### src/rtl/mod_pack_ctrl_pkg.sv
// Shared types and constants for the modulator packing-stage sequencer.
// Latency: n/a (declarations only).
// Backpressure: n/a (declarations only).
package mod_pack_ctrl_pkg;

    typedef enum logic [1:0] {
        S_IDLE  = 2'd0,
        S_ARM   = 2'd1,
        S_RUN   = 2'd2,
        S_DRAIN = 2'd3
    } state_t;

    localparam int ARM_CYCLES_DEF = 4;
    localparam int LEN_W_DEF      = 16;
    localparam int CH_NUM         = 2;

endpackage

### src/rtl/mod_frame_cnt.sv
// Frame counter for a burst: clearable, saturating, with a "next frame is the last" compare.
// Latency: count updates on the edge after inc; term is combinational from the registers.
// Backpressure: none; inc is honoured every cycle it is high.
module mod_frame_cnt
    import mod_pack_ctrl_pkg::*;
#(
    parameter int LEN_W = LEN_W_DEF
) (
    input  logic             clk_i,
    input  logic             reset_i,
    input  logic             clr_i,
    input  logic             load_i,
    input  logic             inc_i,
    input  logic [LEN_W-1:0] len_i,
    output logic [LEN_W-1:0] cnt_o,
    output logic             term_o
);

    logic [LEN_W-1:0] len_q;

    // Latch burst length on start; count frames, clear wins, hold at all-ones.
    always_ff @(posedge clk_i) begin
        if (reset_i) begin
            cnt_o <= '0;
            len_q <= '0;
        end else begin
            if (load_i) begin
                len_q <= len_i;
            end
            if (clr_i) begin
                cnt_o <= '0;
            end else if (inc_i && (cnt_o != '1)) begin
                cnt_o <= cnt_o + 1'b1;
            end
        end
    end

    // Length 0 means continuous: never terminal.
    assign term_o = (len_q != '0) && (cnt_o == (len_q - 1'b1));

endmodule

### src/rtl/mod_pack_ctrl.sv
// Sequencer for the 2x32->128 packer: phase select, frame-aligned lane enables, ARM/RUN/DRAIN bursts.
// Latency: start -> first RUN phase-0 cycle is 1 + ARM_CYCLES clocks; all outputs registered.
// Backpressure: none; start ignored outside IDLE, stop ignored in DRAIN. MOD_CTRL_AUTORESTART_EN re-arms after length-ended bursts.
module mod_pack_ctrl
    import mod_pack_ctrl_pkg::*;
#(
    parameter int ARM_CYCLES = ARM_CYCLES_DEF,
    parameter int LEN_W      = LEN_W_DEF
) (
    input  logic             clk_i,
    input  logic             reset_i,
    input  logic             start_i,
    input  logic             stop_i,
    input  logic [1:0]       ch_en_req_i,
    input  logic [LEN_W-1:0] burst_len_i,
    output logic             phase_o,
    output logic             ch0_en_o,
    output logic             ch1_en_o,
    output logic             frame_valid_o,
    output logic             busy_o,
    output logic             done_o,
    output logic [LEN_W-1:0] frame_cnt_o
);

    localparam logic [7:0] ARM_LAST = 8'(ARM_CYCLES - 1);

    state_t            state;
    logic [7:0]        arm_cnt;
    logic              stop_pend;
    logic [CH_NUM-1:0] ch_en;
    logic              term;
    logic              start_acc;
    logic              run_exit;
    logic              rearm;

    assign start_acc = (state == S_IDLE) && start_i && !stop_i;
    // Exit is decided on the phase-1 tick so the frame in flight always completes.
    assign run_exit  = (state == S_RUN) && phase_o && (stop_pend || stop_i || term);

`ifdef MOD_CTRL_AUTORESTART_EN
    logic stop_drain;

    // Remember why DRAIN was entered: only a length-ended burst re-arms.
    always_ff @(posedge clk_i) begin
        if (reset_i) begin
            stop_drain <= 1'b0;
        end else if (run_exit) begin
            stop_drain <= stop_pend || stop_i;
        end
    end

    assign rearm = (state == S_DRAIN) && phase_o && !stop_drain;
`else
    assign rearm = 1'b0;
`endif

    // Frame counter is cleared on every entry to ARM so it reports the current burst.
    mod_frame_cnt #(
        .LEN_W (LEN_W)
    ) u_frame_cnt (
        .clk_i   (clk_i),
        .reset_i (reset_i),
        .clr_i   (start_acc || rearm),
        .load_i  (start_acc),
        .inc_i   ((state == S_RUN) && phase_o),
        .len_i   (burst_len_i),
        .cnt_o   (frame_cnt_o),
        .term_o  (term)
    );

    // Burst FSM with registered phase, enables, frame_valid and done.
    always_ff @(posedge clk_i) begin
        if (reset_i) begin
            state         <= S_IDLE;
            arm_cnt       <= '0;
            stop_pend     <= 1'b0;
            phase_o       <= 1'b0;
            ch_en         <= '0;
            frame_valid_o <= 1'b0;
            done_o        <= 1'b0;
        end else begin
            frame_valid_o <= 1'b0;
            done_o        <= 1'b0;
            case (state)
                S_IDLE: begin
                    phase_o   <= 1'b0;
                    ch_en     <= '0;
                    stop_pend <= 1'b0;
                    if (start_acc) begin
                        state   <= S_ARM;
                        arm_cnt <= '0;
                    end
                end
                S_ARM: begin
                    if (stop_i) begin
                        state <= S_IDLE;
                    end else if (arm_cnt == ARM_LAST) begin
                        state   <= S_RUN;
                        phase_o <= 1'b0;
                        ch_en   <= ch_en_req_i;
                    end else begin
                        arm_cnt <= arm_cnt + 8'd1;
                    end
                end
                S_RUN: begin
                    if (!phase_o) begin
                        phase_o <= 1'b1;
                        if (stop_i) begin
                            stop_pend <= 1'b1;
                        end
                    end else begin
                        frame_valid_o <= 1'b1;
                        phase_o       <= 1'b0;
                        if (run_exit) begin
                            state     <= S_DRAIN;
                            ch_en     <= '0;
                            stop_pend <= 1'b0;
                        end else begin
                            ch_en <= ch_en_req_i;
                        end
                    end
                end
                S_DRAIN: begin
                    if (!phase_o) begin
                        phase_o <= 1'b1;
                    end else begin
                        phase_o <= 1'b0;
                        done_o  <= 1'b1;
                        if (rearm) begin
                            state   <= S_ARM;
                            arm_cnt <= '0;
                        end else begin
                            state <= S_IDLE;
                        end
                    end
                end
                default: state <= S_IDLE;
            endcase
        end
    end

    assign busy_o   = (state != S_IDLE);
    assign ch0_en_o = ch_en[0];
    assign ch1_en_o = ch_en[1];

endmodule
### config.mk
export PLATFORM = sky130hd
export DESIGN_NAME = mod_pack_ctrl
export DESIGN_NICKNAME = d
export VERILOG_FILES = /design/src/rtl/mod_pack_ctrl_pkg.sv /design/src/rtl/mod_frame_cnt.sv /design/src/rtl/mod_pack_ctrl.sv
export SDC_FILE = /design/constraint.sdc
export NUM_CORES = 1
export LEC_CHECK = 0
export BUFFER_PORTS_ARGS = -buffer_cell sky130_fd_sc_hd__buf_2
export CAP_MARGIN = 20
export CORE_ASPECT_RATIO = 1.75
export CORE_MARGIN = 2
export CORE_UTILIZATION = 50
export CTS_BUF_LIST = sky130_fd_sc_hd__clkbuf_2
export CTS_CLUSTER_SIZE = 12
export DETAILED_ROUTE_END_ITERATION = 6
export GPL_TIMING_DRIVEN = 0
export PLACE_DENSITY_LB_ADDON = 0.15
export SYNTH_ARGS = -nofsm -noshare
export SYNTH_HDL_FRONTEND = slang
export SYNTH_SLANG_ARGS = --single-unit
export TNS_END_PERCENT = 100
### constraint.sdc
create_clock -name clk_i -period 3.1 [get_ports clk_i]
set_clock_uncertainty 0.2 [all_clocks]
set_input_delay 0.31 -clock clk_i [delete_from_list [all_inputs] [get_ports clk_i]]
set_output_delay 0.31 -clock clk_i [all_outputs]
set_load 0.01 [all_outputs]
* Yosys cells after proc, flatten, opt, wreduce, memory -nomap -nowiden
Index checks and enable logic that the tools add are counted.
** Storage, ports and cells
- Register bits :: 48
- Input bits :: 22
- Output and inout bits :: 22
- Word-level logic and storage cells :: 79
** Operators by class
- $add $sub $neg :: 3
- Equal/unequal tests :: 16
- Reduce and logical (&&, ||, !) cells :: 24
- Bitwise gates (word level) :: 2
- Mux-type cells :: 25
** Operators with widths (number)
- 8-bit two-way mux :: 3
- 2-bit two-way mux :: 10
- 16-bit by 1-bit adder with 16-bit output (second input constant) :: 1
- 16-bit == test :: 1
- 16-bit != test (second input constant) :: 1
- 8-bit case mux with 2 select lines :: 1
- 16-bit nonzero test :: 1
- 16-bit by 1-bit subtractor with 16-bit output (second input constant) :: 1
- 2-bit != test (second input constant) :: 7
- 3-bit != test (second input constant) :: 3
- 8-bit by 1-bit adder with 8-bit output (second input constant) :: 1
- 8-bit by 2-bit == test with 1-bit output (second input constant) :: 1
- 2-bit case mux with 4 select lines :: 1
- 4-bit AND reduction :: 2
- 2-bit OR reduction :: 4
- 1-bit two-way mux :: 7
- 1-bit logical AND :: 6
- 2-bit case mux with 3 select lines :: 1
- 2-bit nonzero test :: 3
- 5-bit AND reduction :: 1
- 2-bit == test (second input constant) :: 2
- 1-bit case mux with 3 select lines :: 1
- 3-bit AND reduction :: 1
- 3-bit nonzero test :: 1
- other kinds (7) :: 9

* Longest topological paths before layout
Gate-level depths: netlist (run 1).
- Depth in word-level cells :: 8
- Depth in mapped cells :: 12
- Mapped depth without buffers :: 9

* By module
From an unflattened synthesis (run 1), not the netlist that was laid out.
** Unflattened totals
- Cells, all modules :: 320
- Area, all modules :: 2770.2 µm²
** By module, submodules not included
- mod_frame_cnt :: sequential area each 640.6 µm², area an instance 1856.8 µm², cells an instance 218, instances 1
- mod_pack_ctrl :: sequential area each 320.3 µm², area an instance 913.4 µm², cells an instance 102, instances 1

* Least setup slack after synthesis (run 1)
Ideal clock, no wire load.
- Path type :: flip-flop to flip-flop
- Start :: register u_frame_cnt.len_q[0]
- End :: register ch_en[0]
- Path buffers :: 2
- Data required time :: 2.777 ns
- Setup slack :: -0.040 ns
- Arrival :: 2.817 ns
- Library setup time :: 0.123 ns
- Period minus slack after synthesis :: 3.140 ns
- Stages on the path, launching flop included :: 12
- Cells stage by stage :: dfxtp_1 clkbuf_1 inv_1 ha_1 buf_2 nor3b_1 mux2_1 o32ai_1 nand4_2 or4_4 a221oi_2 o21ai_1
** On the way
- Cells in the longest elaborated chain, start to end :: 8
- Elaborated cells between the ends (all ways) :: 9
- Those cells by class :: add/sub (1); eq/ne (1); mux (3); reduce/logical (4)
** RTL lines
- from (decl) :: RTL line mod_frame_cnt.sv:19 : logic [LEN_W-1:0] len_q;
- from (signal assigned) :: RTL line mod_frame_cnt.sv:28 : len_q <= len_i;
- 16-bit by 1-bit subtractor with 16-bit output :: RTL line mod_frame_cnt.sv:39 : assign term_o = (len_q != '0) && (cnt_o == (len_q - 1'b1));
- 16-bit == test :: RTL line mod_frame_cnt.sv:39
- 1-bit logical AND * :: RTL line mod_frame_cnt.sv:39
- 1-bit logical OR * :: RTL line mod_pack_ctrl.sv:38 : assign run_exit = (state == S_RUN) && phase_o && (stop_pend || stop_i || term);
- 1-bit logical AND * :: RTL line mod_pack_ctrl.sv:38
- 2-bit two-way mux * :: RTL line mod_pack_ctrl.sv:114 : if (run_exit) begin
- 2-bit two-way mux * :: RTL line mod_pack_ctrl.sv:106 : if (!phase_o) begin
- 2-bit case mux with 3 select lines * :: RTL line mod_pack_ctrl.sv:84 : case (state)
- to (signal assigned) :: RTL line mod_pack_ctrl.sv:100 : ch_en <= ch_en_req_i;
- to (signal assigned) :: RTL line mod_pack_ctrl.sv:119 : ch_en <= ch_en_req_i;
- to (decl) :: RTL line mod_pack_ctrl.sv:30 : logic [CH_NUM-1:0] ch_en;
Every way passes the cells marked *; elsewhere a longest branch is shown, timed or not. The select of a mux whose other input is x is not followed.
A chain may end at the register's enable or synchronous reset.

* Final worst setup path (run 1)
- Start :: register u_frame_cnt.len_q[0]
- End :: register ch_en[1]
The elaborated chain is that of the path after synthesis.

==> results of run 1 <==
[flip-flops by register name, summed over array words and instances (netlist names), named ones only]
signal,flops
phase_o,1
arm_cnt,8
ch_en,2
u_frame_cnt.cnt_o,16
stop_pend,1
done_o,1
u_frame_cnt.len_q,16
frame_valid_o,1
state,1
[per-stage QoR]
step	setup TNS (ns)	hold slack [ns]	utilization, %
4_1_cts	0	0.146	62.5
5_1_grt	-0.0717	0.102	63.3
3_5_place_dp	-1.11	0.239	57.1
6_report	0	0.108	63.3
2_1_floorplan	0	0.243	-
3_3_place_gp	-0.858	0.232	57.1
[cell families (layout without fill, tap and decap cells)]
family	after synthesis	count (layout)	share of synthesized area (%)
AO/OA/AOI/OAI	59	59	14.2
XOR/XNOR	38	38	11.8
adder cells (fa/ha/maj)	8	8	3.54
buffers and inverters	33	105	5.01
flip-flops	48	48	34.0
multiplexers	6	6	2.22
AND/OR/NAND/NOR	161	161	29.2
[power by group through the flow]
| stage | Clock [uW] | Sequential [uW] | Combinational [uW] |
|---|---|---|---|
| after floorplan | 0 | 672 | 298 |
| after global placement | 0 | 676 | 387 |
| after detailed placement | 0 | 677 | 390 |
| after CTS | 350 | 664 | 427 |
| after global routing | 377 | 670 | 492 |
| final | 340 | 665 | 451 |
[synth_stat cells, types with 2 or more instances]
master and instances:
nor2b_1 4, ha_1 8, o21bai_1 2, o2bb2ai_1 2, nor4_1 7, buf_6 2, inv_1 11, o31a_1 2
o32ai_1 2, a21oi_1 26, xnor2_1 13, a31oi_1 2, a221oi_1 2, and3_1 6, o21ai_0 6, or4_1 2
nor4b_1 2, or3_4 2, or3b_1 2, nand4b_1 2, nand2_1 52, o21ai_1 2, nand2b_1 4, nand4_1 14
mux2i_1 4, dfxtp_1 48, clkbuf_1 17, xor2_1 25, a211oi_1 2, nor3b_1 4, nand3_1 7, nor3_1 7
and4_1 3, buf_2 2, nor2_1 36
[cells in the final DEF, fill, tap and decap left out, drive strengths merged, types with 6 or more instances in the layout]
cell          n
dfxtp        48
xnor2        13
nand2        52
o21ai         8
and3          6
xor2         25
nor4          7
nor3          7
nand4        15
clkbuf       21
inv          11
dlygate4sd3  19
a21oi        26
buf          52
nor2         36
nand3         7
ha            8
[worst paths after layout]
check	to	slack [ns]	start	cells after the start
min	u_frame_cnt.len_q[5]$_SDFFE_PP0P_	0.11	start_i	4
max	ch_en[1]$_SDFFE_PP0P_	0.05	u_frame_cnt.len_q[0]$_SDFFE_PP0P_	10
min reg2reg	ch_en[1]$_SDFFE_PP0P_	0.26	ch_en[1]$_SDFFE_PP0P_	2
max reg2reg	ch_en[1]$_SDFFE_PP0P_	0.05	u_frame_cnt.len_q[0]$_SDFFE_PP0P_	10
[cell type report]
class	instances	share of cell area (%)
Clock buffer	6	0.864
Sequential cell	48	27.9
Inverter	11	1.19
Buffer	20	2.84
Clock inverter	2	1.01
Timing Repair Buffer	66	12.5
Tap cell	76	2.74
Multi-Input combinational cell	272	51.0
[worst reg2reg max path: stages (launching register included)]
cell and delay, ns:
dfxtp_4 0.39, inv_1 0.07, ha_1 0.17, buf_6 0.12
or3b_4 0.43, o41ai_2 0.21, o32ai_1 0.12, mux2_2 0.29
or4_4 0.57, a221oi_4 0.29, o21ai_1 0.10
[timing repair]
item / in CTS / in global routing
endpoints found under the setup margin: 5 / 8
endpoints found under the hold margin: 19 / 0
buffers inserted: 4 / 0
hold buffers: 19 / 0
resized for setup: 7 / 7
cloned: 0 / 0
pin swaps: 4 / 4
[metal layers]
layer  vias to the layer above  track usage (%)  wire length (microns)
met5                         -                0                      0
met4                         0             9.87                    178
met3                        16             3.23                    250
met2                        75             45.9                   3990
met1                      1271             23.8                   2600
li1                       1375                -                      -
==> impl_metrics.json, run 1 <==
{
  "ys_types": 56,
  "wl_mm": 7.02,
  "worst_slack_ns": 0.0524,
  "seq_power_share_pct": 45.7,
  "clockBufferDepth": 2,
  "core.rowCount": 36,
  "fin_area_sq_um": 3480,
  "slowest_delay_ns": 0.57,
  "netlist_area_sq_um": 2820,
  "synth_edf_count": 0,
  "dp_hpwl_mm": 5.17,
  "grt-ovfl-total": 0,
  "cp_top_family": "simple AND/OR/NAND/NOR gates",
  "async_reset_ff_share_pct": 0,
  "synth_warnings": 0,
  "synth_top_area_cell": "dfxtp_1",
  "grt_pass1_vias": 2618,
  "cts_tree": "yes",
  "required_ns": 3.27,
  "final_hold_viol_count": 0,
  "yosysSeqAreaShare_pct": 34.0,
  "ir_drop_uv": 290,
  "dieArea_sq_um": 6290,
  "htree_num_levels": 2,
  "dr.first_iter.drc_count": 123,
  "ys_ff_latch": 48,
  "nets": 454,
  "total_power_uw": 1460,
  "grt_pass1_wl_mm": 11.4,
  "cts_buffers": 5,
  "final_layout_size_suffix_gt1_share_pct": 18.1,
  "internal_power_uw": 980,
  "clk_latency_ns": 0.44,
  "multiInputGateArea_sq_um": 1770,
  "syn_nets": 383,
  "vias": 2737,
  "wl_per_cell_microns": 14.0,
  "grt_start_max_net_pins": 15,
  "dp_slack_ns": -0.318,
  "fillers": 487,
  "antenna_found_initial": 0,
  "drv_slew": 0,
  "dpl_cell_area_sq_um": 3140,
  "drv_cap": 0,
  "synth_ff_type": "dfxtp_1",
  "syn_inst": 353,
  "die_height_microns": 103,
  "dr.pass1.iters": 4,
  "combPwrFrac_pct": 31.0,
  "cp_num_buf_inv": 2,
  "place_congestion": 0.904,
  "p_leak_uw": 0.00143,
  "start_util_pct": 51.4,
  "min_path_type": "input port to flip-flop",
  "synthTopCellsByArea": "dfxtp_1 34%, xor2_1 7.8%, nand2_1 6.9%",
  "clk_pin_slew_ns": 0.24,
  "p_clk_share_pct": 23.4,
  "power_density_nw_per_um2": 419,
  "end_kind": "flip-flop",
  "max_slew_margin_pct": 50.4,
  "switchingPower_uw": 476,
  "swShare_pct": 32.7,
  "post-route-period-util_pct": 98.3,
  "placed_cells": 472,
  "vias_per_cell": 5.46,
  "track_usage_pct": 23.6,
  "timing.fmax_mhz": 328,
  "cts_num_sinks": 48,
  "core_area_sq_um": 5500,
  "worstMarginPinSlew_ns": 0.737,
  "arrival_ns": 3.22,
  "cts_root_buffer": "clkbuf_2",
  "diodes": 0,
  "path_cells": "inv_1 -> ha_1 -> buf_6 -> or3b_4 -> o41ai_2 -> o32ai_1 -> mux2_2 -> or4_4 -> a221oi_4 -> o21ai_1",
  "critPathMaxFanout": 7,
  "status": "finished clean",
  "cp-start-kind": "flip-flop",
  "portBuffers": 43,
  "synth_top_area_share_pct": 34.0,
  "drc": 0,
  "finalSetupViolations": 0,
  "ant_nets": 0,
  "criticalPathCategory": "flip-flop to flip-flop",
  "crit_slowest_cell": "or4_4",
  "avgSynthCellArea_sq_um": 8.00,
  "rsz0062_at_grt": "true",
  "regArea_sq_um": 968,
  "fin_crit_ns": 3.05,
  "area.growth.synth_to_final_pct": 23.1,
  "instances_no_fill": 501,
  "die_w_microns": 60.8,
  "ios": 44
}
Power figures use the tool's default switching activity.
==> run 2: changes to the inputs <==
Settings changed: ABC_CLOCK_PERIOD_IN_PS set to 3100, SYNTH_HIERARCHICAL set to 1.
==> run 2 against run 1 <==
Non-clock buffer count is the same. Combinational power is 22% lower. Sequential power increased by 0.8%. Die area fell by 1.8%. Clock power shrank 28%. Flip-flop and latch count is the same. Global-route usage down 0.23 points. Critical path type unchanged. Register-to-register slack got worse by 0.04 ns. Worst setup slack worse by 0.041 ns. Via count decreased by 4.8%.
==> impl_metrics.json, run 2 <==
{
  "drc": 0,
  "arrival_ns": 3.24,
  "track_usage_pct": 23.4,
  "synth_ff_type": "dfxtp_1",
  "fin_crit_ns": 3.09,
  "synthTopCellsByArea": "dfxtp_1 35%, xnor2_1 7.9%, mux2i_1 7.2%",
  "synth_edf_count": 0,
  "min_path_type": "input port to flip-flop",
  "clk_latency_ns": 0.41,
  "dr.first_iter.drc_count": 127,
  "dpl_cell_area_sq_um": 3070,
  "max_slew_margin_pct": 42.8,
  "cts_num_sinks": 48,
  "ys_types": 54,
  "layout_common_cells": "44 x nor2_1, 43 x dfxtp_1, 42 x buf_2, 25 x xnor2_1, 23 x dlygate4sd3_1",
  "final_layout_size_suffix_gt1_share_pct": 22.1,
  "wl_per_cell_microns": 14.6,
  "yosysSeqAreaShare_pct": 34.7,
  "critPathMaxFanout": 6,
  "diodes": 0,
  "ant_nets": 0,
  "timing.fmax_mhz": 324,
  "grt_pass1_wl_mm": 11.1,
  "syn_inst": 320,
  "ios": 44,
  "vias_per_cell": 5.51,
  "drv_cap": 0,
  "rsz0062_at_grt": "true",
  "vias": 2605,
  "wl_mm": 6.90,
  "antenna_found_initial": 0,
  "ir_drop_uv": 213,
  "synth_top_area_share_pct": 34.7,
  "required_ns": 3.25,
  "netlist_area_sq_um": 2770,
  "finalSetupViolations": 0,
  "cts_buffers": 5,
  "async_reset_ff_share_pct": 0,
  "portBuffers": 42,
  "synth_warnings": 6,
  "grt-ovfl-total": 0,
  "area.growth.synth_to_final_pct": 26.1,
  "worstMarginPinSlew_ns": 0.851,
  "path_cells": "or4_4 -> o21ai_2 -> nand4_1 -> a2111o_1 -> nor4_4 -> o31ai_4 -> a221oi_2 -> buf_4 -> nand3_2 -> o31ai_2",
  "criticalPathCategory": "flip-flop to flip-flop",
  "slowest_delay_ns": 0.58,
  "yosys-top-cells-count": "48 x dfxtp_1, 44 x nor2_1, 25 x xnor2_1",
  "cts_tree": "yes",
  "post-route-period-util_pct": 99.6,
  "nets": 431,
  "grt_pass1_vias": 2508,
  "clockBufferDepth": 2,
  "whs_path_depth": 2,
  "cts_root_buffer": "clkbuf_2",
  "avgSynthCellArea_sq_um": 8.66,
  "rr_startpoint": "u_frame_cnt/len_q[1]$_SDFFE_PP0P_",
  "multiInputGateArea_sq_um": 1790,
  "p_leak_uw": 0.00137,
  "fillers": 465,
  "worstHoldStart": "reset_i",
  "die_w_microns": 60.3,
  "worstHoldEndpoint": "u_frame_cnt/len_q[14]$_SDFFE_PP0P_",
  "fin_area_sq_um": 3490,
  "dr.pass1.iters": 6,
  "end_kind": "flip-flop",
  "start_util_pct": 52.3,
  "cp-start-kind": "flip-flop",
  "place_congestion": 0.837,
  "crit_slowest_cell": "or4_4",
  "htree_num_levels": 2,
  "core_area_sq_um": 5300,
  "layout_commonest_cell": "nor2_1",
  "drv_slew": 0,
  "status": "finished clean",
  "grt_start_max_net_pins": 14,
  "syn_nets": 352,
  "core.rowCount": 35,
  "power_density_nw_per_um2": 362,
  "dp_hpwl_mm": 4.95,
  "yosysMostFrequentCell": "dfxtp_1",
  "reg_top3": "u_frame_cnt/cnt_o: 16 flops, u_frame_cnt/len_q: 16 flops, arm_cnt: 8 flops",
  "r2r_slack_ns": 0.01,
  "die_height_microns": 102,
  "clk_pin_slew_ns": 0.23,
  "dieArea_sq_um": 6180,
  "rr_worst_depth": 10,
  "final_hold_viol_count": 0,
  "regArea_sq_um": 975,
  "fin_util_pct": 65.9,
  "synth_top_area_cell": "dfxtp_1",
  "ys_ff_latch": 48
}
-- run 2: cell types whose count changed after synthesis, sizes merged, moves of 6 or more --
cell,change
nand3,+7
a21oi,-15
nand4,-6
mux2i,+16
o31ai,+6
xnor2,+12
xor2,-15
nand2,-39
nor2,+8
nor4,+7
-- run 2: cell type report --
| cell class | count | area share [%] |
|---|---|---|
| flip-flops and latches | 48 | 27.9 |
| clock buffers | 6 | 0.860 |
| multi-input cells | 246 | 51.4 |
| clock inverters | 1 | 0.143 |
| repair buffers | 73 | 14.3 |
| well taps | 74 | 2.65 |
| plain buffers | 13 | 1.43 |
| inverters | 12 | 1.29 |
-- run 2: cell families after synthesis --
family,Yosys count,share of synthesized area (%)
AO/OA/AOI/OAI,43,11.5
XOR/XNOR,35,11.1
adder cells (fa/ha/maj),10,4.52
buffers and inverters,26,3.61
flip-flops,48,34.7
multiplexers,20,7.23
AND/OR/NAND/NOR,138,27.4
-- run 2: stage by stage --
step | setup slack (ns) | total power [uW] | std cells | TNS, ns | hold slack, ns
2_1_floorplan | 0.0544 | 895 | 320 | 0 | 0.257
3_3_place_gp | -0.396 | 959 | 436 | -1.23 | 0.248
3_5_place_dp | -0.417 | 964 | 436 | -1.24 | 0.256
4_1_cts | 0.00516 | 1250 | 468 | 0 | 0.00272
5_1_grt | -0.121 | 1340 | 473 | -0.121 | 0.0135
6_report | 0.0113 | 1260 | 473 | 0 | 0.0260
-- run 2: report_power, final --
group          switching (uW)  total (uW)  internal [uW]  leakage [uW]
registers                32.4         670            638      0.000392
logic                     177         350            174      0.000951
clock network             190         244           53.8     0.0000288
-- run 2: worst max-delay path by stage --
stage	slack (ns)	end	depth (start not counted)	from
after floorplan	0.05	state[0]$_SDFFE_PP0P_	10	u_frame_cnt/len_q[4]$_SDFFE_PP0P_
after global placement	-0.40	flip-flop	10	u_frame_cnt/len_q[4]$_SDFFE_PP0P_
after detailed placement	-0.42	state[0]$_SDFFE_PP0P_	10	u_frame_cnt/len_q[4]$_SDFFE_PP0P_
after CTS	0.005	state[0]$_SDFFE_PP0P_	9	u_frame_cnt/len_q[8]$_SDFFE_PP0P_
after global routing	-0.12	flip-flop	10	u_frame_cnt/len_q[1]$_SDFFE_PP0P_
final	0.01	flip-flop	10	u_frame_cnt/len_q[1]$_SDFFE_PP0P_
-- run 2: timing repair --
item | CTS | global route
pin swaps | 3 | 10
hold buffers | 23 | 0
gates resized for setup | 5 | 20
setup endpoints to repair | 4 | 2
buffers inserted | 2 | 6
endpoints found under the hold margin | 20 | 0
-- run 2: per-layer routing --
metal	up-vias	part of all wire (%)	GRT usage (%)
met2	54	56	45.6
met5	-	0	0
met4	0	1.7	7.69
met3	10	3.8	4.30
met1	1222	38	23.6
li1	1319	-	-
-- run 2: worst max-delay path: cells and delay by family, from the launching register on --
kind / cells / cell delay (ns)
AO/OA/AOI/OAI: 5 / 1.18
AND/OR/NAND/NOR: 4 / 1.08
flip-flops: 1 / 0.40
buffers and inverters: 1 / 0.17
